## src/rtl/mlp_pkg.sv

```systemverilog
// Shared definitions for the MLP layer sequencer.
// Holds the counter and layer widths, the FSM state encoding and the phase-length
// helpers. The phase lengths depend only on the systolic array dimension.
package mlp_pkg;

    localparam int unsigned CNT_W   = 5;
    localparam int unsigned LAYER_W = 3;

    typedef enum logic [3:0] {
        StIdle        = 4'd0,
        StLoadWeight  = 4'd1,
        StLoadAct     = 4'd2,
        StCompute     = 4'd3,
        StDrain       = 4'd4,
        StTransfer    = 4'd5,
        StNextLayer   = 4'd6,
        StWaitWeights = 4'd7,
        StDone        = 4'd8
    } mlp_state_e;

    // Phase lengths in cycles, as a function of the array dimension.
    function automatic int unsigned load_len(input int unsigned array_n);
        return array_n + 1;
    endfunction

    function automatic int unsigned act_len(input int unsigned array_n);
        return array_n + 2;
    endfunction

    function automatic int unsigned compute_len(input int unsigned array_n);
        return array_n + 1;
    endfunction

    function automatic int unsigned drain_len(input int unsigned array_n);
        return 3 * array_n + 1;
    endfunction

    function automatic int unsigned transfer_len(input int unsigned array_n);
        return array_n + 2;
    endfunction

    // Counter value seen in the final cycle of a phase of the given length.
    function automatic logic [CNT_W-1:0] last_cnt(input int unsigned len);
        return CNT_W'(len - 1);
    endfunction

endpackage

```

## src/rtl/mlp_phase_decode.sv

```systemverilog
// Combinational decode of sequencer state and in-state cycle count into strobes.
// Ports:
//   state_i       current FSM state
//   cnt_i         cycle count within the current state
//   wf_pop_o      weight FIFO pop / pass-through enable
//   capture_col_o one-hot per-column weight capture strobe
//   ub_rd_ready_o activation UB read enable
//   mmu_valid_o   MMU output valid
//   refill_en_o   activation results may be written back to the UB
//   layer_done_o  last DRAIN cycle of a layer
//   done_o        pass complete
//   busy_o        state is not IDLE
module mlp_phase_decode
    import mlp_pkg::*;
#(
    parameter int unsigned ARRAY_N = 2
) (
    input  mlp_state_e         state_i,
    input  logic [CNT_W-1:0]   cnt_i,
    output logic               wf_pop_o,
    output logic [ARRAY_N-1:0] capture_col_o,
    output logic               ub_rd_ready_o,
    output logic               mmu_valid_o,
    output logic               refill_en_o,
    output logic               layer_done_o,
    output logic               done_o,
    output logic               busy_o
);

    localparam logic [CNT_W-1:0] DrainLast = last_cnt(drain_len(ARRAY_N));
    localparam logic [CNT_W-1:0] MmuFirst  = CNT_W'(ARRAY_N);

    always_comb begin
        capture_col_o = '0;
        if (state_i == StLoadWeight) begin
            // Column k latches its weights one cycle after the k-th pop.
            for (int k = 0; k < int'(ARRAY_N); k++) begin
                capture_col_o[k] = (cnt_i == CNT_W'(k + 1));
            end
        end
    end

    always_comb begin
        wf_pop_o      = (state_i == StLoadWeight);
        ub_rd_ready_o = (state_i == StCompute);
        // Results start leaving the array once the skewed wavefront has crossed it.
        mmu_valid_o   = ((state_i == StCompute) && (cnt_i >= MmuFirst)) ||
                        (state_i == StDrain);
        refill_en_o   = (state_i == StDrain) || (state_i == StTransfer);
        layer_done_o  = (state_i == StDrain) && (cnt_i == DrainLast);
        done_o        = (state_i == StDone);
        busy_o        = (state_i != StIdle);
    end

endmodule

```

## src/rtl/mlp_sequencer.sv

```systemverilog
// Layer sequencer for a systolic-array MLP engine.
// Steps each layer through weight load, activation load (first layer only), compute,
// drain and result transfer, ping-ponging the unified buffers between layers.
// Ports:
//   clk, reset_n    clock and asynchronous active-low reset
//   start           run request, sampled only in IDLE
//   num_layers      layer count, captured on an accepted start
//   weights_ready   next layer's weights are available
//   abort           return to IDLE from any busy state
//   state           current state encoding
//   cycle_cnt       cycle count within the current state
//   current_layer   active layer index
//   buffer_select   UB ping-pong select
//   wf_pop .. busy  decoded strobes (see mlp_phase_decode)
//   accum_en        registered accumulate enable
//   cfg_err         sticky illegal-layer-count flag
module mlp_sequencer
    import mlp_pkg::*;
#(
    parameter int unsigned ARRAY_N    = 2,
    parameter int unsigned MAX_LAYERS = 4
) (
    input  logic               clk,
    input  logic               reset_n,
    input  logic               start,
    input  logic [LAYER_W:0]   num_layers,
    input  logic               weights_ready,
    input  logic               abort,
    output logic [3:0]         state,
    output logic [CNT_W-1:0]   cycle_cnt,
    output logic [LAYER_W-1:0] current_layer,
    output logic               buffer_select,
    output logic               wf_pop,
    output logic [ARRAY_N-1:0] capture_col,
    output logic               ub_rd_ready,
    output logic               mmu_valid,
    output logic               accum_en,
    output logic               refill_en,
    output logic               layer_done,
    output logic               done,
    output logic               busy,
    output logic               cfg_err
);

    localparam int unsigned NL_W = LAYER_W + 1;

    localparam logic [CNT_W-1:0] LoadLast     = last_cnt(load_len(ARRAY_N));
    localparam logic [CNT_W-1:0] ActLast      = last_cnt(act_len(ARRAY_N));
    localparam logic [CNT_W-1:0] ComputeLast  = last_cnt(compute_len(ARRAY_N));
    localparam logic [CNT_W-1:0] DrainLast    = last_cnt(drain_len(ARRAY_N));
    localparam logic [CNT_W-1:0] TransferLast = last_cnt(transfer_len(ARRAY_N));
    localparam logic [CNT_W-1:0] CntMax       = '1;

    mlp_state_e         state_q, state_d;
    logic [CNT_W-1:0]   cnt_q, cnt_d;
    logic [LAYER_W-1:0] layer_q, layer_d;
    logic [NL_W-1:0]    num_layers_q, num_layers_d;
    logic               buf_q, buf_d;
    logic               accum_q, accum_d;
    logic               cfg_err_q, cfg_err_d;

    logic start_legal;
    logic more_layers;

    assign start_legal = (num_layers != '0) && (num_layers <= NL_W'(MAX_LAYERS));
    // Written as layer+1 < N so an unlatched count of zero cannot underflow.
    assign more_layers = (({1'b0, layer_q} + NL_W'(1)) < num_layers_q);

    always_comb begin
        state_d      = state_q;
        layer_d      = layer_q;
        num_layers_d = num_layers_q;
        buf_d        = buf_q;
        accum_d      = accum_q;
        cfg_err_d    = cfg_err_q;

        if (abort && (state_q != StIdle)) begin
            state_d = StIdle;
            accum_d = 1'b0;
        end else begin
            unique case (state_q)
                StIdle: begin
                    if (start) begin
                        if (start_legal) begin
                            state_d      = StLoadWeight;
                            num_layers_d = num_layers;
                            layer_d      = '0;
                            buf_d        = 1'b0;
                            cfg_err_d    = 1'b0;
                        end else begin
                            cfg_err_d = 1'b1;
                        end
                    end
                end
                StLoadWeight: begin
                    if (cnt_q == LoadLast) begin
                        // Later layers already have activations in the UB.
                        state_d = (layer_q == '0) ? StLoadAct : StCompute;
                    end
                end
                StLoadAct: begin
                    if (cnt_q == ActLast) state_d = StCompute;
                end
                StCompute: begin
                    if (cnt_q == ComputeLast) begin
                        state_d = StDrain;
                        accum_d = 1'b1;
                    end
                end
                StDrain: begin
                    if (cnt_q == DrainLast) state_d = more_layers ? StTransfer : StDone;
                end
                StTransfer: begin
                    if (cnt_q == TransferLast) state_d = StNextLayer;
                end
                StNextLayer: begin
                    state_d = StWaitWeights;
                    buf_d   = ~buf_q;
                    layer_d = layer_q + LAYER_W'(1);
                    accum_d = 1'b0;
                end
                StWaitWeights: begin
                    if (weights_ready) state_d = StLoadWeight;
                end
                StDone: begin
                    state_d = StIdle;
                    accum_d = 1'b0;
                end
                default: begin
                    state_d = StIdle;
                    accum_d = 1'b0;
                end
            endcase
        end
    end

    always_comb begin
        if (state_d != state_q) begin
            cnt_d = '0;
        end else if ((state_q == StWaitWeights) && (cnt_q == CntMax)) begin
            cnt_d = cnt_q;
        end else begin
            cnt_d = cnt_q + CNT_W'(1);
        end
    end

    always_ff @(posedge clk or negedge reset_n) begin
        if (!reset_n) begin
            state_q      <= StIdle;
            cnt_q        <= '0;
            layer_q      <= '0;
            num_layers_q <= '0;
            buf_q        <= 1'b0;
            accum_q      <= 1'b0;
            cfg_err_q    <= 1'b0;
        end else begin
            state_q      <= state_d;
            cnt_q        <= cnt_d;
            layer_q      <= layer_d;
            num_layers_q <= num_layers_d;
            buf_q        <= buf_d;
            accum_q      <= accum_d;
            cfg_err_q    <= cfg_err_d;
        end
    end

    mlp_phase_decode #(
        .ARRAY_N(ARRAY_N)
    ) u_decode (
        .state_i      (state_q),
        .cnt_i        (cnt_q),
        .wf_pop_o     (wf_pop),
        .capture_col_o(capture_col),
        .ub_rd_ready_o(ub_rd_ready),
        .mmu_valid_o  (mmu_valid),
        .refill_en_o  (refill_en),
        .layer_done_o (layer_done),
        .done_o       (done),
        .busy_o       (busy)
    );

    assign state         = state_q;
    assign cycle_cnt     = cnt_q;
    assign current_layer = layer_q;
    assign buffer_select = buf_q;
    assign accum_en      = accum_q;
    assign cfg_err       = cfg_err_q;

endmodule

```

## config.mk

```make
export PLATFORM = sky130hd
export DESIGN_NAME = mlp_sequencer
export DESIGN_NICKNAME = d
export VERILOG_FILES = /design/src/rtl/mlp_pkg.sv /design/src/rtl/mlp_phase_decode.sv /design/src/rtl/mlp_sequencer.sv
export SDC_FILE = /design/constraint.sdc
export NUM_CORES = 1
export LEC_CHECK = 0
export CAP_MARGIN = 20
export CELL_PAD_IN_SITES_DETAIL_PLACEMENT = 0
export CELL_PAD_IN_SITES_GLOBAL_PLACEMENT = 1
export CORE_MARGIN = 8
export CORE_UTILIZATION = 41
export CTS_CLUSTER_DIAMETER = 40
export DETAILED_ROUTE_END_ITERATION = 6
export GPL_ROUTABILITY_DRIVEN = 0
export PLACE_DENSITY_LB_ADDON = 0.1
export SYNTH_ARGS = -nofsm -noshare
export SYNTH_HDL_FRONTEND = slang
export SYNTH_HIERARCHICAL = 1
export SYNTH_SLANG_ARGS = --single-unit
```

## constraint.sdc

```tcl
create_clock -name clk -period 4.2 [get_ports clk]
set_input_delay 1.26 -clock clk [delete_from_list [all_inputs] [get_ports clk]]
set_output_delay 1.26 -clock clk [all_outputs]
set_load 0.005 [all_outputs]
```

Yosys cells after proc, flatten, opt, wreduce, memory -nomap -nowiden
Cells that the tools add are included.
Widths: inputs -> output; s select.
{"block": "word_totals", "regBits": 19, "latch_bits": 0, "mem_bits_rw": 0, "romBits": 0, "out_inout_bits": 24, "elab_cells": 76, "n_memories": 0}
{"block": "op_classes", "n_addsub": 3, "multipliers": 0, "div": 0, "order_cmp": 3, "n_eq_ne": 19, "n_shift": 0, "mux": 25, "bitwise": 2, "n_reduce_logical": 17}
{"cell": "$mux 4", "count": 10}
{"cell": "$pmux 4 s8", "count": 1}
{"cell": "$eq 4x3->1 const B", "count": 4}
{"cell": "$eq 5x2->1 const B", "count": 2}
{"cell": "$mux 5", "count": 2}
{"cell": "$eq 4x2->1 const B", "count": 2}
{"cell": "$reduce_and 4->1", "count": 2}
{"cell": "$reduce_bool 4->1", "count": 2}
{"cell": "$mux 1", "count": 6}
{"cell": "$mux 3", "count": 2}
{"cell": "$ne 2x2->1 const B", "count": 3}
{"cell": "$pmux 3 s2", "count": 1}
{"cell": "$reduce_or 6->1", "count": 1}
{"cell": "$add 5x1->5 const B", "count": 1}
{"cell": "$eq 5x1->1 const B", "count": 1}
{"cell": "$eq 5x3->1 const B", "count": 1}
{"cell": "$eq 5x5->1 const B", "count": 1}
{"cell": "$ge 5x2->1 const B", "count": 1}
{"cell": "$logic_and 1x1->1", "count": 5}
{"cell": "$add 3x1->4 const B", "count": 1}
{"cell": "$eq 4x1->1 const B", "count": 1}
{"cell": "$eq 4x4->1 const B", "count": 1}
{"cell": "$le 4x3->1 const B", "count": 1}
{"cell": "$logic_not 4->1", "count": 1}
{"cell": "other kinds (13)", "count": 16}

Depth between registers and ports, before layout
{"block": "logic_depth", "depth_word": 8, "mapped_depth": 8, "ltp_nobuf": 8}

Modules after synthesis
The synthesis kept the hierarchy.
{"module": "mlp_sequencer", "n_inst": 1, "cells_each": 146, "area_per_inst_um2": 1381.3, "seq_area_each_um2": 475.5}
{"module": "mlp_phase_decode", "n_inst": 1, "cells_each": 15, "area_per_inst_um2": 111.4, "seq_area_each_um2": 0.0}

Least setup slack after synthesis
Ideal clock, no wire load.
{"block": "synth_path", "path_kind": "register -> output", "startpoint": "register cnt_q[4] (netlist: cycle_cnt[4])", "endpoint": "output mmu_valid", "t_arrival_ns": 1.219, "slack_ns": 1.721, "path_stages_with_launch": 3, "n_path_buf": 0, "path_cell_list": "dfrtp_1 -> or4_1 -> a41o_1"}
{"block": "synth_between", "elab_chain_cells": 3}
{"element": "start: declaration", "line_no": "mlp_sequencer.sv:55", "text": "logic [CNT_W-1:0] cnt_q, cnt_d;"}
{"element": "start signal: assignment", "line_no": "mlp_sequencer.sv:158", "text": "cnt_q <= cnt_d;"}
{"element": "$ge 5x2->1", "line_no": "mlp_phase_decode.sv:47", "text": "mmu_valid_o = ((state_i == StCompute) && (cnt_i >= MmuFirst)) ||"}
{"element": "$logic_and 1x1->1", "line_no": "mlp_phase_decode.sv:47"}
{"element": "$logic_or 1x1->1", "line_no": "mlp_phase_decode.sv:47"}
{"element": "end: declaration", "line_no": "mlp_sequencer.sv:36", "text": "output logic mmu_valid,"}
No other way between the ends.

Worst setup path in the final report
{"block": "layout_path", "startpoint": "register state_q[0] (netlist: state[0])", "endpoint": "output capture_col[0]"}
{"block": "layout_between", "elab_chain_cells": 2}
{"element": "start: declaration", "line_no": "mlp_sequencer.sv:54", "text": "mlp_state_e state_q, state_d;"}
{"element": "start signal: assignment", "line_no": "mlp_sequencer.sv:149", "text": "state_q <= StIdle;"}
{"element": "start signal: assignment", "line_no": "mlp_sequencer.sv:157", "text": "state_q <= state_d;"}
{"element": "$eq 4x1->1", "line_no": "mlp_phase_decode.sv:35", "text": "if (state_i == StLoadWeight) begin"}
{"element": "$mux 2", "line_no": "mlp_phase_decode.sv:35"}
{"element": "end: declaration", "line_no": "mlp_sequencer.sv:34", "text": "output logic [ARRAY_N-1:0] capture_col,"}
No other way between the ends.

==> impl_metrics.csv <==
group,metric,value,unit
logic_synthesis,synth_area_leader_cell,"dfrtp_1",
logic_synthesis,yosys_register_bits,19,
run,cap_violations,0,
cts,cts_sinks,19,
cts,cts_setup_buffers,0,
sta,clock_skew,0.001499,ns
worst_hold_path,min_from,"num_layers_q[3]$_DFFE_PN0P_",
worst_setup_path,r2r_cells,8,
cts,clock_path_buffers,2,
sta,grt_setup_unrepaired,"false",
sta,tns,0,ns
worst_setup_path,worstPathArrival,2.23,ns
logic_synthesis,synth_nets,178,
logic_synthesis,synthFlopType,"dfrtp_1",
layout,diodes,0,
sta,min_period,3.492,ns
drt,wire_per_inst,14.39,microns
worst_setup_path,rrSetupSlack,2.09,ns
drt,via_per_inst,5.377,
drt,route.detailed.drc,0,
power,power,1157,uW
logic_synthesis,synth.top_cell.area_share,31.85,%
cts,numCtsBuffers,3,
layout,layout-drive-gt1-share,10.99,%
worst_setup_path,r2r-end,"cycle_cnt[3]$_DFFE_PN0P_",
global_route,antenna_found_initial,0,
layout,fin_nets,209,
logic_synthesis,synth_cells,161,
logic_synthesis,synth_edf_count,0,
cts,cts_tree,"yes",
floorplanning,die_h,76.34,microns
global_route,grt-ovfl-total,0,
sta,max_freq,0.2863,GHz
global_route,grt_usage,12.20,%
sta,relSlewSlack,44.08,%
drt,wl,3.439,mm
power,ir_drop,0.0002483,V
worst_setup_path,cp-end-kind,"output port",
floorplanning,fp.dieW,76.34,microns
logic_synthesis,synth_area_leaders,"dfrtp_1, ha_1, a31oi_4, nor2_1, inv_1",
worst_setup_path,r2r_start,"current_layer[0]$_DFFE_PN0P_",
drt,first_pass_iters,4,
global_route,grt_max_degree,22,
logic_synthesis,ys_warn_count,6,
logic_synthesis,ys_types,46,
power,p_per_area,619.4,mW/mm^2
worst_setup_path,path_max_fanout,21,
cts,clock-root-buffer,"clkbuf_4",
worst_setup_path,start_kind,"register",
cts,hold_buffers,0,
floorplanning,initial_core_util,41.71,%
floorplanning,io_pins,33,
worst_hold_path,hold_depth,2,
logic_synthesis,synth_area,0.001493,sq mm
placement,portBuffers,32,
drt,ant_nets,0,
logic_synthesis,yosysSeqAreaShare,31.85,%
sta,worst_slew_pin_slew,0.8362,ns
sta,setup_viol,0,
power,leakagePower,0.0008163,uW
sta,maxSlewViolCount,0,
worst_hold_path,min_to,"num_layers_q[3]$_DFFE_PN0P_",
floorplanning,core_region_area,0.003578,sq mm
worst_hold_path,hold_path.class,"reg2reg",
global_route,first_global_vias,1278,
cts,cts_resized,0,
cts,path_clk_slew,0.11,ns
cts,worst_skew_pair.late_latency,0.30,ns
outcome,outcome,"finished, final reports clean",
logic_synthesis,synthArstFlopShare,100.0,%
drt,vias,1285,
sta,min_period_over_period,83.15,%
logic_synthesis,avgSynthCellArea,9.271,sq um
placement,place_hpwl,2.585,mm
floorplanning,die_area,0.005828,sq mm
cts,ctsHtreeMaxLevel,1,
sta,hold_viol,0,
worst_setup_path,crit_type,"reg2out",
floorplanning,num_rows,22,
worst_setup_path,worstPathRequired,2.94,ns
drt,drt_iter0_drc,113,
global_route,grt_pass1_wl,6.058,mm
layout,syn2layout_area_growth,25.15,%
per-stage QoR:
step | cell area [sq um] | cells | worst slack [ns] | utilization (%) | hold WS, ns
after global routing | 1868 | 239 | 0.5700 | 52.20 | 0.5436
after global placement | 1841 | 235 | 1.136 | 51.43 | 0.4769
after detailed placement | 1841 | 235 | 1.055 | 51.43 | 0.4853
after CTS | 1868 | 239 | 0.7097 | 52.20 | 0.5092
final | 1868 | 239 | 0.7076 | 52.20 | 0.5030
after floorplan | 1493 | 161 | 1.721 | - | 0.4636
area by class of cell:
type,instances,area (sq um)
Fill cell,345,1710
Multi-Input combinational cell,124,935.9
Sequential cell,19,475.5
Timing Repair Buffer,33,327.8
Tap cell,48,60.06
Inverter,11,41.29
Clock buffer,3,22.52
Clock inverter,1,5.005
cell usage after synthesis, types with 2 or more instances:
cell type   n
a21o_1      2
a21oi_1     8
a31oi_1     2
a31oi_4     3
and2_1      2
and3_1      5
and3b_1     4
buf_2       5
buf_4       2
dfrtp_1    19
ha_1        8
inv_1      11
mux2_2      3
nand2_1     9
nand3_1     5
nor2_1     17
nor2b_1     3
nor3_1      6
nor3_4      2
nor4_1      2
nor4b_1     4
o211ai_1    2
o211ai_2    2
o21a_1      2
o21ai_0     7
xnor2_1     4
xor2_1      3
state kept, by name, summed over array words and instances, names as in the netlist:
signal and count:
state 4, current_layer 3, num_layers_q 4, cfg_err 1
buffer_select 1, accum_en 1, cycle_cnt 5
how the worst max path moves through the flow:
stage	from	to	slack, ns	cells past startpoint
final	state[0]$_DFF_PN0_	capture_col[0]	0.71	3
after floorplan	cycle_cnt[4]$_DFFE_PN0P_	mmu_valid	1.72	2
after global placement	state[0]$_DFF_PN0_	capture_col[0]	1.14	3
after CTS	state[0]$_DFF_PN0_	capture_col[1]	0.71	3
after global routing	state[0]$_DFF_PN0_	capture_col[1]	0.57	3
after detailed placement	state[0]$_DFF_PN0_	capture_col[1]	1.06	3
cells by family after synthesis:
group	count (synthesis)	share of synthesized area [%]
and+or+nand+nor	71	30.59
AOI/OAI and AO/OA	34	18.36
DFF	19	31.85
buffers and inverters	18	5.448
adders and majority gates	8	6.706
xor gates and xnor gates	7	4.107
muxes	4	2.934
worst max-delay path, cell delays in order, from the launching register on:
cell and delay (ns):
dfrtp_1 0.82, nor4b_2 0.40, and3_1 0.21, clkdlybuf4s50_1 0.50
power breakdown:
part	leakage, uW	internal [uW]	switching, uW	total, uW
Sequential	0.000249	247	109	356
Combinational	0.000550	359	349	708
Clock	0.0000177	35.5	57.3	92.8
cell usage in the layout, fill, tap and decap left out, drive strengths merged, types with 2 or more instances in the layout:
cell,instances
and3,6
a31oi,5
inv,11
nor2b,3
nor2,17
o211ai,4
ha,8
clkdlybuf4s50,32
a21oi,8
and3b,4
nor3,8
mux2,3
o21ai,7
clkbuf,3
nor4,3
nand2,9
nand2b,2
and2,2
xor2,3
nand3,5
o21a,2
nor4b,5
xnor2,4
a21o,2
dfrtp,19
metal layers:
layer	up-vias	wire [microns]	GRT usage (%)
li1	646	-	-
met1	601	1644	15.55
met2	33	1579	19.62
met3	5	162	2.594
met4	0	52	4.615
met5	-	0	0
No activity file was read; power rests on OpenSTA's default activity.
